$ cat src/rtl/tophat_run_sched.sv
// Run scheduler for the tophat tree core: issues run pulses, watches each run
// with a watchdog and queues predictions in a small result FIFO.
//
// state | meaning
// IDLE  | waiting for ready plus a manual request or auto mode
// ISSUE | run_o high for one cycle, watchdog reset
// WAIT  | run in flight, waiting for core completion or watchdog expiry
module tophat_run_sched #(
  parameter int RES_DEPTH      = 4,
  parameter int TIMEOUT_CYCLES = 64
) (
  input  logic                             clk,
  input  logic                             rst_n,
  input  logic                             clear_i,
  input  logic                             auto_i,
  input  logic                             run_req_i,
  input  logic                             model_loaded_i,
  input  logic                             features_loaded_i,
  input  logic                             core_busy_i,
  input  logic                             core_error_i,
  input  logic [7:0]                       core_pred_value_i,
  output logic                             run_o,
  input  logic                             res_pop_i,
  output logic                             res_valid_o,
  output logic [7:0]                       res_data_o,
  output logic [$clog2(RES_DEPTH+1)-1:0]   res_count_o,
  output logic                             err_o,
  output logic                             timeout_o,
  output logic                             busy_o,
  output logic [1:0]                       state_o
);

  localparam int CW = $clog2(RES_DEPTH+1);
  localparam int PW = $clog2(RES_DEPTH);
  localparam int WW = $clog2(TIMEOUT_CYCLES);

  typedef enum logic [1:0] {
    S_IDLE  = 2'd0,
    S_ISSUE = 2'd1,
    S_WAIT  = 2'd2
  } state_t;

  state_t          state_q, state_d;
  logic            pending_q;
  logic [WW-1:0]   wait_cnt;
  logic [PW-1:0]   wr_ptr, rd_ptr;
  logic [7:0]      mem [RES_DEPTH];

  logic ready, trigger, done, wait_last, issue, push, pop;

  assign ready     = model_loaded_i & features_loaded_i & ~core_busy_i &
                     (res_count_o < CW'(RES_DEPTH));
  // A request arriving in the same cycle as ready issues directly.
  assign trigger   = pending_q | run_req_i | auto_i;
  assign done      = (wait_cnt != '0) & ~core_busy_i;
  assign wait_last = (wait_cnt == WW'(TIMEOUT_CYCLES-1));
  assign issue     = ~clear_i & (state_q == S_IDLE) & ready & trigger;
  assign push      = ~clear_i & (state_q == S_WAIT) & done & ~core_error_i;
  assign pop       = ~clear_i & res_pop_i & (res_count_o != '0);

  always_ff @(posedge clk or negedge rst_n) begin
    if (!rst_n) state_q <= S_IDLE;
    else        state_q <= state_d;
  end

  always_comb begin
    state_d = state_q;
    if (clear_i) begin
      state_d = S_IDLE;
    end else begin
      case (state_q)
        S_IDLE:  if (ready & trigger) state_d = S_ISSUE;
        S_ISSUE: state_d = S_WAIT;
        S_WAIT:  if (done | wait_last) state_d = S_IDLE;
        default: state_d = S_IDLE;
      endcase
    end
  end

  always_comb begin
    run_o   = (state_q == S_ISSUE);
    busy_o  = (state_q != S_IDLE);
    state_o = state_q;
  end

  always_ff @(posedge clk or negedge rst_n) begin
    if (!rst_n) begin
      pending_q <= 1'b0;
      wait_cnt  <= '0;
      err_o     <= 1'b0;
      timeout_o <= 1'b0;
    end else if (clear_i) begin
      pending_q <= 1'b0;
      wait_cnt  <= '0;
      err_o     <= 1'b0;
      timeout_o <= 1'b0;
    end else begin
      if (issue)          pending_q <= 1'b0;
      else if (run_req_i) pending_q <= 1'b1;
      if (state_q == S_ISSUE)     wait_cnt <= '0;
      else if (state_q == S_WAIT) wait_cnt <= wait_cnt + 1'b1;
      if ((state_q == S_WAIT) & done & core_error_i)  err_o     <= 1'b1;
      if ((state_q == S_WAIT) & ~done & wait_last)    timeout_o <= 1'b1;
    end
  end

  // Result FIFO; storage is reset so the head reads zero out of reset.
  always_ff @(posedge clk or negedge rst_n) begin
    if (!rst_n) begin
      wr_ptr      <= '0;
      rd_ptr      <= '0;
      res_count_o <= '0;
      for (int i = 0; i < RES_DEPTH; i++) mem[i] <= '0;
    end else if (clear_i) begin
      wr_ptr      <= '0;
      rd_ptr      <= '0;
      res_count_o <= '0;
    end else begin
      if (push) begin
        mem[wr_ptr] <= core_pred_value_i;
        wr_ptr      <= wr_ptr + 1'b1;
      end
      if (pop) rd_ptr <= rd_ptr + 1'b1;
      case ({push, pop})
        2'b10:   res_count_o <= res_count_o + 1'b1;
        2'b01:   res_count_o <= res_count_o - 1'b1;
        default: res_count_o <= res_count_o;
      endcase
    end
  end

  assign res_valid_o = (res_count_o != '0);
  assign res_data_o  = mem[rd_ptr];

endmodule

$ cat config.mk
export PLATFORM = sky130hd
export DESIGN_NAME = tophat_run_sched
export DESIGN_NICKNAME = d
export VERILOG_FILES = /design/src/rtl/tophat_run_sched.sv
export SDC_FILE = /design/constraint.sdc
export NUM_CORES = 1
export LEC_CHECK = 0
export ABC_AREA = 1
export ABC_CLOCK_PERIOD_IN_PS = 2720
export BUFFER_PORTS_ARGS = -buffer_cell sky130_fd_sc_hd__buf_2
export CORE_MARGIN = 2
export CORE_UTILIZATION = 55
export DETAILED_ROUTE_END_ITERATION = 10
export PLACE_DENSITY = 0.88
export SLEW_MARGIN = 20
export SYNTH_ARGS = -nofsm -noshare
export SYNTH_HDL_FRONTEND = slang
export SYNTH_SLANG_ARGS = --single-unit
$ cat constraint.sdc
create_clock -name clk -period 2.72 [get_ports clk]
set_clock_uncertainty 0.1 [all_clocks]
set_input_delay 0.408 -clock clk [delete_from_list [all_inputs] [get_ports clk]]
set_output_delay 0.408 -clock clk [all_outputs]
set_load 0.01 [all_outputs]
# Word-level counts from Yosys, hierarchy flattened
# Cells that the tools add are included.
# W data, S select, Z words.
[classes] mux=26 order_cmp=4 n_eq_ne=7 bitwise=26 add_sub_neg=5 n_reduce_logical=14
[ops] cell="$bwmux W32" n=1
[ops] cell="$mux W8" n=3
[ops] cell="$mux W6" n=3
[ops] cell="$and A1 B1 Y1" n=17
[ops] cell="$bmux W8 S2" n=1
[ops] cell="$demux W8 S2" n=1
[ops] cell="$mux W2" n=7
[ops] cell="$reduce_bool A3 Y1" n=4
[ops] cell="$reduce_bool A2 Y1" n=5
[ops] cell="$mux W1" n=7
[ops] cell="$add A6 B1 Y6 const B" n=1
[ops] cell="$eq A6 B6 Y1 const B" n=1
[ops] cell="$ge A3 B3 Y1 const B" n=2
[ops] cell="$ne A3 B2 Y1 const B" n=2
[ops] cell="$not A2 Y3" n=2
[ops] cell="$pmux W2 S3" n=1
[ops] cell="$pmux W3 S2" n=1
[ops] cell="$reduce_bool A6 Y1" n=1
[ops] cell="$add A2 B1 Y2 const B" n=2
[ops] cell="$eq A2 B1 Y1 const B" n=2
[ops] cell="$eq A2 B2 Y1 const B" n=2
[ops] cell="$not A1 Y1" n=4
[ops] cell="$reduce_and A2 Y1" n=2
[ops] cell="$add A3 B1 Y3 const B" n=1
[ops] cell="7 further kinds" n=9
[word_totals] output_inout_bits=18 in_bits=18 ff_bits=50 word_cells=94

# Logic depth before layout (Yosys ltp)
# Gate-level depths: netlist of run 1.
[logic_depth] depth_word=7 ltp_mapped=13 mapped_depth_nobuf=13

# Least setup slack after synthesis of run 1
# Ideal clock, no wire load.
[synth_timing] path_kind="register -> register" from="register state_q[0], in the netlist state_o[0]" to="register res_count_o[2]" setup_ns=0.117 path_slack_ns=0.640 t_arrival_ns=1.862 required_time_ns=2.503 path_buffers=0 path_stages_with_launch=14 period_less_slack_ns=2.080 path_cell_list="dfrtp_1 > inv_1 > nand3_4 > nor2_4 > nand3_4 > nand2_1 > inv_1 > fa_1 > xnor2_1 > inv_1 > nand2_1 > nand2_1 > nand2_1 > nand2_1"
[synth_via] elab_chain_len=7 elab_cells_between_ends=9 classes_between="eq/ne (3); mux (2); bitwise (3); reduce/logical (1)"
[synth_rtl] element="start, declared" line_no="43" source="state_t state_q, state_d;"
[synth_rtl] element="start signal, assigned" line_no="63" source="else state_q <= state_d;"
[synth_rtl] element="$eq A2 B2 Y1 *" line_no="58" source="assign push = ~clear_i & (state_q == S_WAIT) & done & ~core_error_i;"
[synth_rtl] element="$and A1 B1 Y1 * (3 in series)" line_no="58"
[synth_rtl] element="$eq A2 B1 Y1 / $eq A2 B2 Y1 (equally long branches)" line_no="124" source="case ({push, pop})"
[synth_rtl] element="$pmux W3 S2" line_no="124"
[synth_rtl] element="$mux W3" line_no="114" source="end else if (clear_i) begin"
[synth_rtl] element="end signal, assigned" line_no="125" source="2'b10: res_count_o <= res_count_o + 1'b1;"
[synth_rtl] element="end signal, assigned" line_no="126" source="2'b01: res_count_o <= res_count_o - 1'b1;"
[synth_rtl] element="end signal, assigned" line_no="127" source="default: res_count_o <= res_count_o;"
[synth_rtl] element="end, declared" line_no="26" source="output logic [$clog2(RES_DEPTH+1)-1:0] res_count_o,"
# Every way passes the cells marked *; elsewhere a longest branch is shown, timed or not.
# A chain may end at the register's enable or synchronous reset.

# Worst setup path in the final report of run 1
[layout_timing] from="register wait_cnt[0]" to="register res_count_o[2]"
[layout_via] elab_chain_len=7 elab_cells_between_ends=9 classes_between="eq/ne (2); mux (2); bitwise (3); reduce/logical (2)"
[layout_rtl] element="start, declared" line_no="45" source="logic [WW-1:0] wait_cnt;"
[layout_rtl] element="start signal, assigned" line_no="101" source="else if (state_q == S_WAIT) wait_cnt <= wait_cnt + 1'b1;"
[layout_rtl] element="$reduce_bool A6 Y1 *" line_no="55" source="assign done = (wait_cnt != '0) & ~core_busy_i;"
[layout_rtl] element="$and A1 B1 Y1 *" line_no="55"
[layout_rtl] element="$and A1 B1 Y1 * (2 in series)" line_no="58"
[layout_rtl] element="$eq A2 B1 Y1 / $eq A2 B2 Y1 (equally long branches)" line_no="124"
[layout_rtl] element="$pmux W3 S2" line_no="124"
[layout_rtl] element="$mux W3" line_no="114"
# Marks and branches as above.

==> run metrics, run 1 <==
status finished, final reports clean; clock buffer depth 2; largest area contributor in the netlist dfrtp_1; register area share after synthesis 0.508; IO buf count 35; Post-CTS Hold Fix Bufs 1; Least-Margin Pin Slew 0.520 ns; Post-synth EDFFs 0; final hold vios 0; final hold slack 0.254 ns; Die Area about 5000 um^2; post-synthesis cell type count 24; FFs w/ async S/R, synth 1.00; Post-CTS Setup Repair Bufs 0; worst skew pair latency roughly 0.30 ns; vias per cell 5.46; largest net degree at the start of global routing 29; wire per inst approximately 14 um; synthesized flop and latch total 50; # setup viols final 0; non-filler cells, final 370; Initial DRT Pass Iterations 4; CTS tree done; setup TNS 0 ns; Yosys top cell area share 0.508; ANT nets after route 0; R2R Path Start wait_cnt[0]$_DFFE_PN0P_; critical path peak fanout 6; relative slew slack 0.653; max_cap viols 0; Yosys warning total 0; Worst Setup End Kind register; first-pass GRT wire length about 8700 um; post-CTS resize count 0; global route overflow 0; clock root buffer clkbuf_8; FMAX 0.446 GHz; Core Region 4320 um^2; Tmin final 2.24 ns; Max VDD drop 0.000202 V; Crit. Startpoint wait_cnt[0]$_DFFE_PN0P_; via count 2020; critical path class register to register; power density over cell area ~460 nW/um^2; Crit path required time 2.83 ns; Mapped Avg Cell Area 8.83 um^2; dpl hpwl 3440 um; placed insts 361; Setup crit start kind register; min-delay src clear_i; Synth Flop Type dfrtp_1; vias in the first global route 1966; Die X 70.9 um; period utilization 0.825; worst setup path endpoint res_count_o[2]$_DFFE_PN0P_; Power Total around 1.3 mW; Die Y 70.9 um; Syn Std Cell Area 2460 um^2; Synth Net Count 304; top cells by count, synth nand2_1 (56), dfrtp_1 (50), inv_1 (35), o21ai_0 (25), o21ai_1 (24); Nets ~340; Global Route Usage Sum 0.219; initial antenna violation count 0; Row Count 24; Leak 1.48 nW; worst reg-to-reg setup slack 0.48 ns; Critical Path AT 2.35 ns; Starting Density 0.570; clock-pin slew of the registers on the worst-case setup and hold paths 0.09 ns; CTS Buf Count 5; clk sink count 50; gate count after technology mapping around 280; Final Util 0.640; DRC viols 0; Final Wtd Congestion 0.791; I/O pin count 36; n_diodes 0; largest cells by area after synthesis dfrtp_1 (51%), nand2_1 (8.5%), inv_1 (5.3%); Worst Hold Class input pin to register; RR Endpoint res_count_o[2]$_DFFE_PN0P_; most common cell in the netlist nand2_1; share of cells above drive strength 1 0.195; RSZ-0062 raised after global routing false; Register-to-Register Path Depth 13; drt total wl a little over 5000 um; H-tree levels 2; max-slew violation count 0; drt initial violations approximately 190; area grow syn2layout 12.3%
worst max-delay path, stage by stage, from the launching register on:
cell,delay [ns]
dfrtp_1,0.38
inv_1,0.08
ha_1,0.19
nand3_1,0.15
nand3_4,0.14
nand2_1,0.18
inv_1,0.07
fa_1,0.38
xnor2_1,0.21
inv_1,0.06
nand2_1,0.06
nand2_1,0.05
nand2_1,0.05
nand2_1,0.04
kinds of logic after synthesis:
group,synth area share
xor gates and xnor gates,0.00711
buffers and inverters,0.0833
and+or+nand+nor,0.193
DFF,0.508
adders and majority gates,0.0386
AOI/OAI and AO/OA,0.170
area by class of cell:
type                       instances  area, um^2
inverter                          37         149
clock inverter                     2        12.5
tap                               52        65.1
multi-input combinational        185        1010
sequential                        50        1250
timing repair buffer              38         200
clock buffer                       6        82.6
fill                             366        1560
worst min path at each step:
stage / to / slack [ns] / cells past startpoint
2_1_floorplan: err_o$_DFFE_PN0P_ / 0.01 / 0
3_3_place_gp: mem[5]$_DFFE_PN0P_ / 0.31 / 1
3_5_place_dp: mem[5]$_DFFE_PN0P_ / 0.32 / 1
4_1_cts: err_o$_DFFE_PN0P_ / 0.24 / 2
5_1_grt: err_o$_DFFE_PN0P_ / 0.26 / 2
6_report: timeout_o$_DFFE_PN0P_ / 0.25 / 2
cell usage in the layout (no fill, tap or decap), drive strengths merged:
cell type    count
a21oi            4
buf             37
clkbuf           6
clkinv           1
clkinvlp         1
dfrtp           50
dlygate4sd3      1
fa               1
ha               6
inv             37
nand2           60
nand3           12
nand4            4
nor2            23
nor3             2
nor4             1
o21ai           57
o221ai           1
o22ai           12
xnor2            2
layer usage:
layer / track usage / share of wire / vias to the layer above
met4: 0.0881 / 0.015 / 0
met5: 0 / 0 / -
met3: 0.0470 / 0.067 / 8
met1: 0.285 / 0.43 / 948
met2: 0.360 / 0.49 / 69
li1: - / - / 995
per-stage QoR:
step | area (um^2) | setup slack (ns)
detailed placement | 2660 | 0.380
finish | 2770 | 0.477
CTS | 2770 | 0.483
global placement | 2660 | 0.461
global route | 2770 | 0.275
floorplan | 2460 | 0.640
sequential cells by signal, indices dropped and copies added, names as in the netlist:
name         cells
mem             32
timeout_o        1
rd_ptr           2
state_o          2
wr_ptr           2
pending_q        1
wait_cnt         6
res_count_o      3
err_o            1
report_power, final:
group / total, mW / switching (mW) / internal [mW]
sequential: 0.751 / 0.00338 / 0.747
combinational: 0.0679 / 0.0466 / 0.0212
clock: 0.453 / 0.248 / 0.205
Note: power is estimated with default switching activity, not from simulation.
==> run 2: changes to the inputs <==
--- a/config.mk
+++ b/config.mk
@@ -6,7 +6,7 @@
 export NUM_CORES = 1
 export LEC_CHECK = 0
 export ABC_AREA = 1
-export ABC_CLOCK_PERIOD_IN_PS = 2720
+export ABC_CLOCK_PERIOD_IN_PS = 2100
 export BUFFER_PORTS_ARGS = -buffer_cell sky130_fd_sc_hd__buf_2
 export CORE_MARGIN = 2
 export CORE_UTILIZATION = 55
==> constraint.sdc (replaced) <==
create_clock -name clk -period 2.1 [get_ports clk]
set_clock_uncertainty 0.1 [all_clocks]
set_input_delay 0.315 -clock clk [delete_from_list [all_inputs] [get_ports clk]]
set_output_delay 0.315 -clock clk [all_outputs]
set_load 0.01 [all_outputs]
==> run 2 against run 1 <==
Net effect:
- die area is the same
- first-iteration DRC count decreased by 11%
- non-clock buffer count is 4 higher
- core utilization increased by 1.7 points
- flip-flop and latch count stayed put
- sequential share of layout area fell by 1.2 points
- hold slack got worse by 0.074 ns
- via count decreased by 1.3%
- total power increased by 36%
- critical path type unchanged
- largest power group unchanged
- highest routed layer unchanged
==> run metrics, run 2 (synthesis gave the netlist of run 1 again) <==
area grow syn2layout 15.4%; Register-to-Register Path Depth 13; vias per cell 5.33; worst reg-to-reg setup slack 0.18 ns; critical path class register to register; Nets 346; GR Util met1 0.280; Leak 1.51 nW; period utilization 0.916; placed insts 363; vias in the first global route 1891; setup TNS 0 ns; Die Y 70.9 um; Power Total approximately 1.7 mW; drt initial violations 165; RR Endpoint res_count_o[2]$_DFFE_PN0P_; H-tree levels 2; hold depth 2; Setup crit start kind register; Critical Path, Cell by Cell inv_1 > ha_1 > nand3_2 > nand3_4 > nand2_1 > inv_1 > fa_2 > xnor2_1 > inv_1 > nand2_1 > nand2_1 > nand2_1 > nand2_1; max-slew violation count 0; via count 1993; clock buffer depth 2; drt total wl around 5000 um; clock-pin slew of the registers on the worst-case setup and hold paths approximately 0.08 ns; Worst Hold Class input pin to register; Least-Margin Pin Slew 0.580 ns; Crit path required time 2.20 ns; Most common cell on crit path nand2_1; Row Count 24; clock root buffer clkbuf_8; R2R Path Start wait_cnt[0]$_DFFE_PN0P_; CP peak stage delay roughly 0.36 ns; grt met3 use 0.0399; IO buf count 35; n_diodes 0; leading registers by flop count mem (32), wait_cnt (6), res_count_o (3); Critical Path AT 2.02 ns; number of flip-flops in the largest register 32; critical path peak fanout 3; Tmin final ~1.9 ns; power density over cell area 610 nW/um^2; wire per inst 13.2 um; FMAX 0.520 GHz; met2 usage 0.384; initial antenna violation count 0; relative slew slack 0.613; global route overflow 0; clk sink count 50; Die Area 5030 um^2; final hold slack ~0.18 ns; share of cells above drive strength 1 0.224; # setup viols final 0; DRC viols 0; Core Region between 4000 and 5000 um^2; max_cap viols 0; CTS tree done; gr busiest metal met2; Worst Setup End Kind register; most frequent cells in the layout nand2_1 (56), dfrtp_1 (49), buf_2 (35); hold endpoint timeout_o$_DFFE_PN0P_; dpl hpwl 3470 um; Die X 70.9 um; final hold vios 0; Starting Density 0.570; largest net degree at the start of global routing 27; first-pass GRT wire length 8700 um; min-delay src clear_i; Final Util 0.657; non-filler cells, final 374; I/O pin count 36; ANT nets after route 0; worst skew pair latency 0.30 ns; status finished, final reports clean; Global Route Usage Sum 0.219; critical path's slowest cell dfrtp_1; Final Wtd Congestion roughly 0.83; Max VDD drop 0.000442 V; Largest Register mem; most common cell after layout, fill and taps aside nand2_1; CTS Buf Count 5; Initial DRT Pass Iterations 4
==> run 2: cell count changes in the layout (fill, tap and decap cells not counted), moves of 2 or more <==
cell     delta
inv_2       +2
nand3_1     -2
inv_1       -3
nand3_2     +2
buf_4       +3
==> run 2: what timing repair did <==
action | in CTS | in global routing
resized for setup | 0 | 7
setup buffers | 0 | 2
hold buffers | 1 | 0
endpoints found under the setup margin | 0 | 2
hold endpoints to repair | 24 | 0
==> run 2: area by class of cell <==
| class | instances | area (um^2) |
|---|---|---|
| Clock buffer | 6 | 72.6 |
| Clock inverter | 2 | 37.5 |
| Fill cell | 385 | 1480 |
| Inverter | 37 | 153 |
| Multi-Input combinational cell | 185 | 1020 |
| Sequential cell | 50 | 1250 |
| Tap cell | 52 | 65.1 |
| Timing Repair Buffer | 42 | 243 |
==> run 2: report_power, final <==
group | total [mW] | internal [mW] | switching [mW]
Clock | 0.669 | 0.356 | 0.313
Sequential | 0.972 | 0.968 | 0.00447
Combinational | 0.0922 | 0.0315 | 0.0607
Total | 1.73 | 1.35 | 0.379
==> run 2: worst max path at each step <==
stage                                  startpoint                    endpoint  slack (ns)  cells after the start
final                     wait_cnt[0]$_DFFE_PN0P_  res_count_o[2]$_DFFE_PN0P_        0.18                     13
after global routing        rd_ptr[0]$_DFFE_PN0P_               res_data_o[7]      -0.002                      4
after CTS                 wait_cnt[0]$_DFFE_PN0P_  res_count_o[2]$_DFFE_PN0P_        0.01                     13
after detailed placement  wait_cnt[0]$_DFFE_PN0P_  res_count_o[2]$_DFFE_PN0P_      -0.002                     13
after global placement                    clear_i  res_count_o[2]$_DFFE_PN0P_        0.09                     14
after floorplan            state_o[0]$_DFFE_PN0P_  res_count_o[2]$_DFFE_PN0P_        0.02                     13
==> run 2: worst max-delay path, delay by kind of cell (launching register included) <==
family                   cells  cell delay [ns]
adder cells (fa/ha/maj)      2             0.56
buffers and inverters        3             0.19
flip-flops                   1             0.36
AND/OR/NAND/NOR              7             0.45
XOR/XNOR                     1             0.18
==> run 2: routing by layer <==
layer | up-vias | share of wire
met2 | 51 | 0.51
li1 | 999 | -
met5 | - | 0
met4 | 0 | 0.013
met3 | 5 | 0.046
met1 | 938 | 0.44
==> run 2: metrics by stage <==
stage	instance area, um^2	worst slack [ns]
4_1_cts	2810	0.0122
6_report	2840	0.176
2_1_floorplan	2460	0.0205
3_5_place_dp	2690	-0.00192
3_3_place_gp	2690	0.0945
5_1_grt	2840	-0.00218
